**config.mk**
```make
export PLATFORM = sky130hd
export DESIGN_NAME = mem_burst_master
export DESIGN_NICKNAME = d
export VERILOG_FILES = /design/src/rtl/mem_burst_master.sv
export SDC_FILE = /design/constraint.sdc
export NUM_CORES = 1
export LEC_CHECK = 0
export ABC_AREA = 1
export CORE_MARGIN = 2
export CORE_UTILIZATION = 47
export DETAILED_ROUTE_END_ITERATION = 10
export PLACE_DENSITY = 0.83
export SYNTH_ARGS = -nofsm -noshare
export SYNTH_HDL_FRONTEND = slang
export SYNTH_SLANG_ARGS = --single-unit
```
**constraint.sdc**
```tcl
create_clock -name clock -period 1.5 [get_ports clock]
set_input_delay 0.3 -clock clock [delete_from_list [all_inputs] [get_ports clock]]
set_output_delay 0.3 -clock clock [all_outputs]
set_load 0.01 [all_outputs]
```
**src/rtl/mem_burst_master.sv**
```systemverilog
// Burst initiator for a single-port synchronous memory with a one-cycle registered read.
// Read latency is absorbed in a 2-entry skid buffer so bursts sustain one word per clock.
//
// state | meaning
// IDLE  | waiting for a command; zero-length commands complete here
// WRITE | accepting write beats straight into memory
// READ  | issuing reads while buffer + in-flight stay within two words
// DRAIN | all reads issued; waiting for the last words to be popped
module mem_burst_master #(
  parameter int DEPTH = 4,
  parameter int WIDTH = 8
) (
  input  logic             clock,
  input  logic             resetN,
  input  logic             cmdValid,
  output logic             cmdReady,
  input  logic             cmdWrite,
  input  logic [DEPTH-1:0] cmdAddress,
  input  logic [DEPTH:0]   cmdLength,
  input  logic             wrValid,
  output logic             wrReady,
  input  logic [WIDTH-1:0] wrData,
  output logic             rdValid,
  input  logic             rdReady,
  output logic [WIDTH-1:0] rdData,
  output logic             busy,
  output logic             done,
  output logic             memWriteEnable,
  output logic [DEPTH-1:0] memAddress,
  output logic [WIDTH-1:0] memWriteData,
  input  logic [WIDTH-1:0] memReadData
);

  typedef enum logic [1:0] {IDLE, WRITE, READ, DRAIN} state_t;

  state_t           state, state_next;
  logic [DEPTH-1:0] ptr;
  logic [DEPTH:0]   remaining;
  logic             in_flight;
  logic             done_q;
  logic [WIDTH-1:0] skid [2];
  logic             head, tail;
  logic [1:0]       entries;
  logic [1:0]       occupancy;
  logic             accept, beat, issue, pop, finish, last_word;

  assign accept    = (state == IDLE) && cmdValid;
  assign beat      = (state == WRITE) && wrValid;
  assign pop       = (entries != 2'd0) && rdReady;
  assign occupancy = entries + {1'b0, in_flight};
  assign last_word = (remaining == (DEPTH+1)'(1));

  always_ff @(posedge clock or negedge resetN) begin
    if (!resetN) state <= IDLE;
    else         state <= state_next;
  end

  always_comb begin
    state_next = state;
    issue      = 1'b0;
    finish     = 1'b0;
    case (state)
      IDLE: begin
        if (cmdValid) begin
          if (cmdLength == '0) finish     = 1'b1;
          else if (cmdWrite)   state_next = WRITE;
          else                 state_next = READ;
        end
      end
      WRITE: begin
        if (wrValid && last_word) begin
          state_next = IDLE;
          finish     = 1'b1;
        end
      end
      READ: begin
        // A pop in the same cycle frees a slot, so issue need not wait a cycle.
        issue = (occupancy < 2'd2) || ((occupancy == 2'd2) && pop);
        if (issue && last_word) state_next = DRAIN;
      end
      DRAIN: begin
        if (!in_flight && ((entries == 2'd0) || ((entries == 2'd1) && pop))) begin
          state_next = IDLE;
          finish     = 1'b1;
        end
      end
      default: state_next = IDLE;
    endcase
  end

  always_ff @(posedge clock or negedge resetN) begin
    if (!resetN) begin
      ptr       <= '0;
      remaining <= '0;
      in_flight <= 1'b0;
      done_q    <= 1'b0;
      head      <= 1'b0;
      tail      <= 1'b0;
      entries   <= 2'd0;
      skid[0]   <= '0;
      skid[1]   <= '0;
    end else begin
      done_q    <= finish;
      in_flight <= issue;
      if (accept) begin
        ptr       <= cmdAddress;
        remaining <= cmdLength;
      end else if (beat || issue) begin
        ptr       <= ptr + 1'b1;
        remaining <= remaining - 1'b1;
      end
      if (in_flight) begin
        skid[tail] <= memReadData;
        tail       <= ~tail;
      end
      if (pop) head <= ~head;
      entries <= entries + {1'b0, in_flight} - {1'b0, pop};
    end
  end

  assign cmdReady       = (state == IDLE);
  assign busy           = (state != IDLE);
  assign wrReady        = (state == WRITE);
  assign done           = done_q;
  assign memWriteEnable = beat;
  assign memAddress     = ptr;
  assign memWriteData   = (state == WRITE) ? wrData : '0;
  assign rdValid        = (entries != 2'd0);
  assign rdData         = skid[head];

endmodule

```
After elaboration in Yosys (flattened, before gate mapping)
Cells that the tools add are included.
{"block": "word_totals", "input_bits": 31, "romBits": 0, "memories": 0, "output_inout_bits": 26, "register_bits": 33, "word_cells": 77, "mem_bits_rw": 0, "latch_bits": 0}
{"block": "classes", "shifts": 0, "muxes": 24, "n_div": 0, "mul": 0, "addsub": 4, "bitwise": 4, "eq_ne": 11, "magnitude_cmp": 4, "n_reduce_logical": 20}
{"op": "2-to-1 mux 8 bit", "count": 5}
{"op": "bitwise mux 16 bit", "count": 1}
{"op": "2-to-1 mux 2 bit", "count": 6}
{"op": "2-to-1 mux 5 bit", "count": 2}
{"op": "logical AND 1 bit", "count": 9}
{"op": "demux 8 bit (select 1 bit)", "count": 1}
{"op": "2-to-1 mux 4 bit", "count": 2}
{"op": "!= test 2 bit, second input constant", "count": 4}
{"op": "one-hot mux 2 bit (4 select lines)", "count": 1}
{"op": "equality test 2 bit, second input constant", "count": 3}
{"op": "nonzero test 2 bit", "count": 3}
{"op": "equality test 5 x 1 -> 1 bit, second input constant", "count": 1}
{"op": "zero test 5 bit", "count": 1}
{"op": "2-to-1 mux 1 bit", "count": 5}
{"op": "AND reduction 5 bit", "count": 1}
{"op": "subtractor 5 x 1 -> 5 bit, second input constant", "count": 1}
{"op": "adder 4 x 1 -> 4 bit, second input constant", "count": 1}
{"op": "equality test 2 x 1 -> 1 bit, second input constant", "count": 2}
{"op": "greater-or-equal comparator 2 bit, second input constant", "count": 2}
{"op": "zero test 2 bit", "count": 2}
{"op": "NOT 1 -> 2 bit", "count": 2}
{"op": "logical OR 1 bit", "count": 3}
{"op": "one-hot mux 1 bit (3 select lines)", "count": 1}
{"op": "adder 2 x 1 -> 2 bit", "count": 1}
{"op": "6 further kinds", "count": 7}

Logic depth before layout (Yosys ltp)
Gate-level depths: netlist (run 1).
{"block": "logic_depth", "ltp_word": 8, "ltp_mapped": 10, "mapped_depth_nobuf": 10}

Least setup slack after synthesis (run 1)
No wires, ideal clock.
{"block": "synth_path", "kind": "reg2reg", "from": "reg in_flight", "to": "reg ptr[3], in the netlist memAddress[3]", "setup_slack_ps": 95, "period_less_slack_ps": 1405, "required_ps": 1383, "t_arrival_ps": 1289, "setup_ps": 117, "path_buffers": 1, "path_stages_with_launch": 9, "path_cell_list": "dfrtp_1 ha_1 xor2_1 nand2_1 nand2_2 nand2_4 buf_8 nand2_1 nand2_1"}
{"block": "synth_between", "elab_chain_len": 7, "elab_cells_between_ends": 8, "classes_between": "1 x add/sub; 1 x order compare; 1 x eq/ne; 1 x mux; 4 x reduce/logical"}
{"item": "start, declared", "line_no": "39", "source": "logic in_flight;"}
{"item": "start signal, assigned", "line_no": "104", "source": "in_flight <= issue;"}
{"item": "adder 2 x 1 -> 2 bit (*)", "line_no": "50", "source": "assign occupancy = entries + {1'b0, in_flight};"}
{"item": "equality test 2 bit", "line_no": "78", "source": "issue = (occupancy < 2'd2) || ((occupancy == 2'd2) && pop);"}
{"item": "logical AND 1 bit", "line_no": "78"}
{"item": "logical OR 1 bit (*)", "line_no": "78"}
{"item": "2-to-1 mux 1 bit (*)", "line_no": "62", "source": "case (state)"}
{"item": "logical OR 1 bit (*)", "line_no": "108", "source": "end else if (beat || issue) begin"}
{"item": "nonzero test 2 bit (no source line) (*)"}
{"item": "end signal, assigned", "line_no": "106", "source": "ptr <= cmdAddress;"}
{"item": "end signal, assigned", "line_no": "109", "source": "ptr <= ptr + 1'b1;"}
{"item": "end, declared", "line_no": "37", "source": "logic [DEPTH-1:0] ptr;"}
Every way passes the cells marked *; elsewhere a longest branch is shown, timed or not.
A chain may end at the register's enable or synchronous reset.

Worst setup path in the final report (run 1)
{"block": "layout_path", "from": "reg state[1]", "to": "out memWriteEnable"}
{"block": "layout_between", "elab_chain_len": 2}
{"item": "start, declared", "line_no": "36", "source": "state_t state, state_next;"}
{"item": "start signal, assigned", "line_no": "55", "source": "else state <= state_next;"}
{"item": "equality test 2 x 1 -> 1 bit", "line_no": "48", "source": "assign beat = (state == WRITE) && wrValid;"}
{"item": "logical AND 1 bit", "line_no": "48"}
{"item": "end, declared", "line_no": "28", "source": "output logic memWriteEnable,"}
Every way passes these cells.

==> flow_metrics.tcl, run 1 <==
set metrics [dict create \
    ys_ff_latch 33 \
    synthesis.nets 288 \
    die_h_um 66.94 \
    dr.first_iter.drc_count 129 \
    synth-compound-area-share 0.09610 \
    slowest_delay_ns 0.42 \
    clock_latency_ns 0.29 \
    path_class "reg -> out" \
    wl_um 4673 \
    first_pass_iters 4 \
    hold_class "in -> async" \
    violations "negative setup slack" \
    drc_errors 0 \
    cts-root-buf "clkbuf_8" \
    synth_fa_ha_area_frac 0.03360 \
    worst_slack_ns -0.004022 \
    critPathLaunchType "flop" \
    yosys_warnings 0 \
    stdcell_count 379 \
    synthFlopType "dfrtp_1" \
    synthMuxAreaShare 0 \
    vdd_ir_drop_max_v 0.001263 \
    ant_nets 0 \
    core_um2 3744 \
    via_count 1849 \
    design_area_um2 2763 \
    die_area_um2 4481 \
    fin_setup_tns_ns -0.004022 \
    grt_pass1_vias 1708 \
    drv_slew 0 \
    finalPower_mw 6.080 \
    cap_violations 0 \
    pin_count 57 \
    place_inst 365 \
    cp_top_family "flip-flops" \
    regToRegSetupSlack_ns 0.04 \
    clk_path_buf_depth 2 \
    rows 22 \
    cts_buffers 5 \
    skew_ns 0.006950 \
    crit_fanout 3 \
    synth-simple-area-share 0.2964 \
    syn_inst 252 \
    wl_per_cell_um 12.33 \
    syn_area_per_cell_um2 7.388 \
    min_period_ns 1.504 \
    pre_cts_ws_ns -0.2565 \
    crit_arrival_ns 1.20 \
    end_kind "primary output" \
    synthArstFlopShare 1.000 \
    maxSlewHeadroom 0.6841 \
    worstMarginPinSlew_ns 0.4727 \
    cts_sinks 33 \
    htreeDepth 2 \
    min_period_over_period 1.003 \
    synth_edf_count 0 \
    slowest_stage "dfrtp_1" \
    fin_util 0.7380 \
    cts_tree "done" \
    crit_required_ns 1.20 \
    cp_num_buf_inv 3 \
    clkTransAtPathRegs_ns 0.07 \
    max_freq_ghz 0.6649 \
    p_leak_nw 1.516 \
    area_growth_pct 48.39 \
    power_density_nw_per_um2 2201 \
    synth_area_um2 1862 \
    synthDistinctLibCells 26 \
    nFillCells 292 \
    yosysSeqAreaShare 0.4435 \
    grt_usage 0.2252 \
    grt_overflow 0 \
    drive_above_1_share 0.2477 \
    fin_nets 366 \
    synth_xor_area_frac 0.02352 \
    dieWidth_um 66.94 \
    placed_area_um2 2587 \
    finalHoldViolCount 0 \
    rsz0062_at_grt "yes" \
    hold_buffers 0 \
    whs_ns 0.3731 \
    antennaDiodeCount 0 \
    grt_pass1_wl_um 7369 \
    vias_per_cell 4.879 \
    dpl.hpwl_um 3247 \
    outcome "finished with violations" \
    port_buffers 56 \
    final_cell_mix "84 x nand2_1, 33 x inv_1, 33 x dfrtp_1, 31 x clkdlybuf4s50_1, 19 x o21ai_0" \
    grt_antenna_before_repair 0 \
    synth_top_family_by_area "simple AND/OR/NAND/NOR gates" \
    final_common_cell "nand2_1" \
    place_congestion 0.7793 \
    start_util 0.4973 \
    crit_top_cell "buf_6" \
    setup_viol 1 \
    grt_max_degree 34 \
    cp_cell_sequence "nor2_4 -> buf_6 -> nand2_4 -> inv_2 -> buf_6" \
]
[state kept, by name (all words and copies together), names as in the netlist]
name        count
entries         2
skid           16
tail            1
head            1
in_flight       1
memAddress      4
done            1
remaining       5
state           2
[path summary, 6_finish.rpt]
path	end	start	depth (start not counted)
min reg2reg	skid[0]	skid[0]	2
max in group asynchronous	state[0]	resetN	2
max reg2reg	memAddress[0]	entries[0]	8
min in group clock	skid[0]	skid[0]	2
max	memWriteEnable	state[1]	5
min	memAddress[3]	resetN	2
[report_power, final]
group / switching (mW) / internal [mW]
clock: 0.318 / 0.541
combinational: 1.98 / 1.61
sequential: 0.291 / 1.34
total: 2.58 / 3.50
[worst reg2reg max path, stage by stage, from the launching register on]
cell and delay, ns:
dfrtp_1 0.40, ha_1 0.31, inv_2 0.07, nand3_2 0.08
nand2_2 0.11, nand2_4 0.11, buf_12 0.16, nand3_1 0.06
nand2_1 0.05
[routing by layer]
| layer | global-route usage | up-vias | share of wire |
|---|---|---|---|
| met2 | 0.3600 | 53 | 0.49 |
| met5 | 0 | - | 0 |
| met3 | 0.05912 | 7 | 0.053 |
| met1 | 0.2813 | 863 | 0.44 |
| met4 | 0.1097 | 0 | 0.020 |
| li1 | - | 926 | - |
[cell usage after synthesis, types with 2 or more instances]
library cell,instances,share of area
o21ai_0,19,0.051
dfrtp_1,33,0.44
nand3_1,14,0.038
inv_1,37,0.075
a21oi_1,2,0.0054
nand2_1,89,0.18
ha_1,5,0.034
inv_2,3,0.0060
o21ai_2,4,0.019
nor2_2,2,0.0067
nor2_1,17,0.034
nand2_2,4,0.013
buf_2,3,0.0081
o21ai_1,3,0.0081
or2_2,2,0.0067
xor2_1,4,0.019
nand2_4,2,0.012
[timing repair]
item / in CTS / in global routing
pin swaps: 2 / 9
buffers inserted: 3 / 2
cloned: 0 / 1
setup endpoints to repair: 25 / 28
gates resized for setup: 87 / 30
[logic make-up after synthesis]
family / Yosys count
compound gates: 31
buf+inv: 47
simple gates: 131
xor+xnor: 5
fa+ha+maj: 5
flops: 33
[final cells by class]
type	count	area, um2	area share
inverter	41	165.2	0.05978
sequential	33	825.8	0.2989
clock inverter	1	30.03	0.01087
clock buffer	7	86.33	0.03125
tap	48	60.06	0.02174
multi-input combinational	173	909.6	0.3293
timing repair buffer	76	685.7	0.2482
No activity file was read; power rests on OpenSTA's default activity.
==> run 2, diff against run 1 <==
--- a/config.mk
+++ b/config.mk
@@ -6,6 +6,7 @@
 export NUM_CORES = 1
 export LEC_CHECK = 0
 export ABC_AREA = 1
+export ABC_CLOCK_PERIOD_IN_PS = 1500
 export CORE_MARGIN = 2
 export CORE_UTILIZATION = 47
 export DETAILED_ROUTE_END_ITERATION = 10
==> results of run 2 <==
No change in the layout: final DEF, timing and power equal those of run 1.
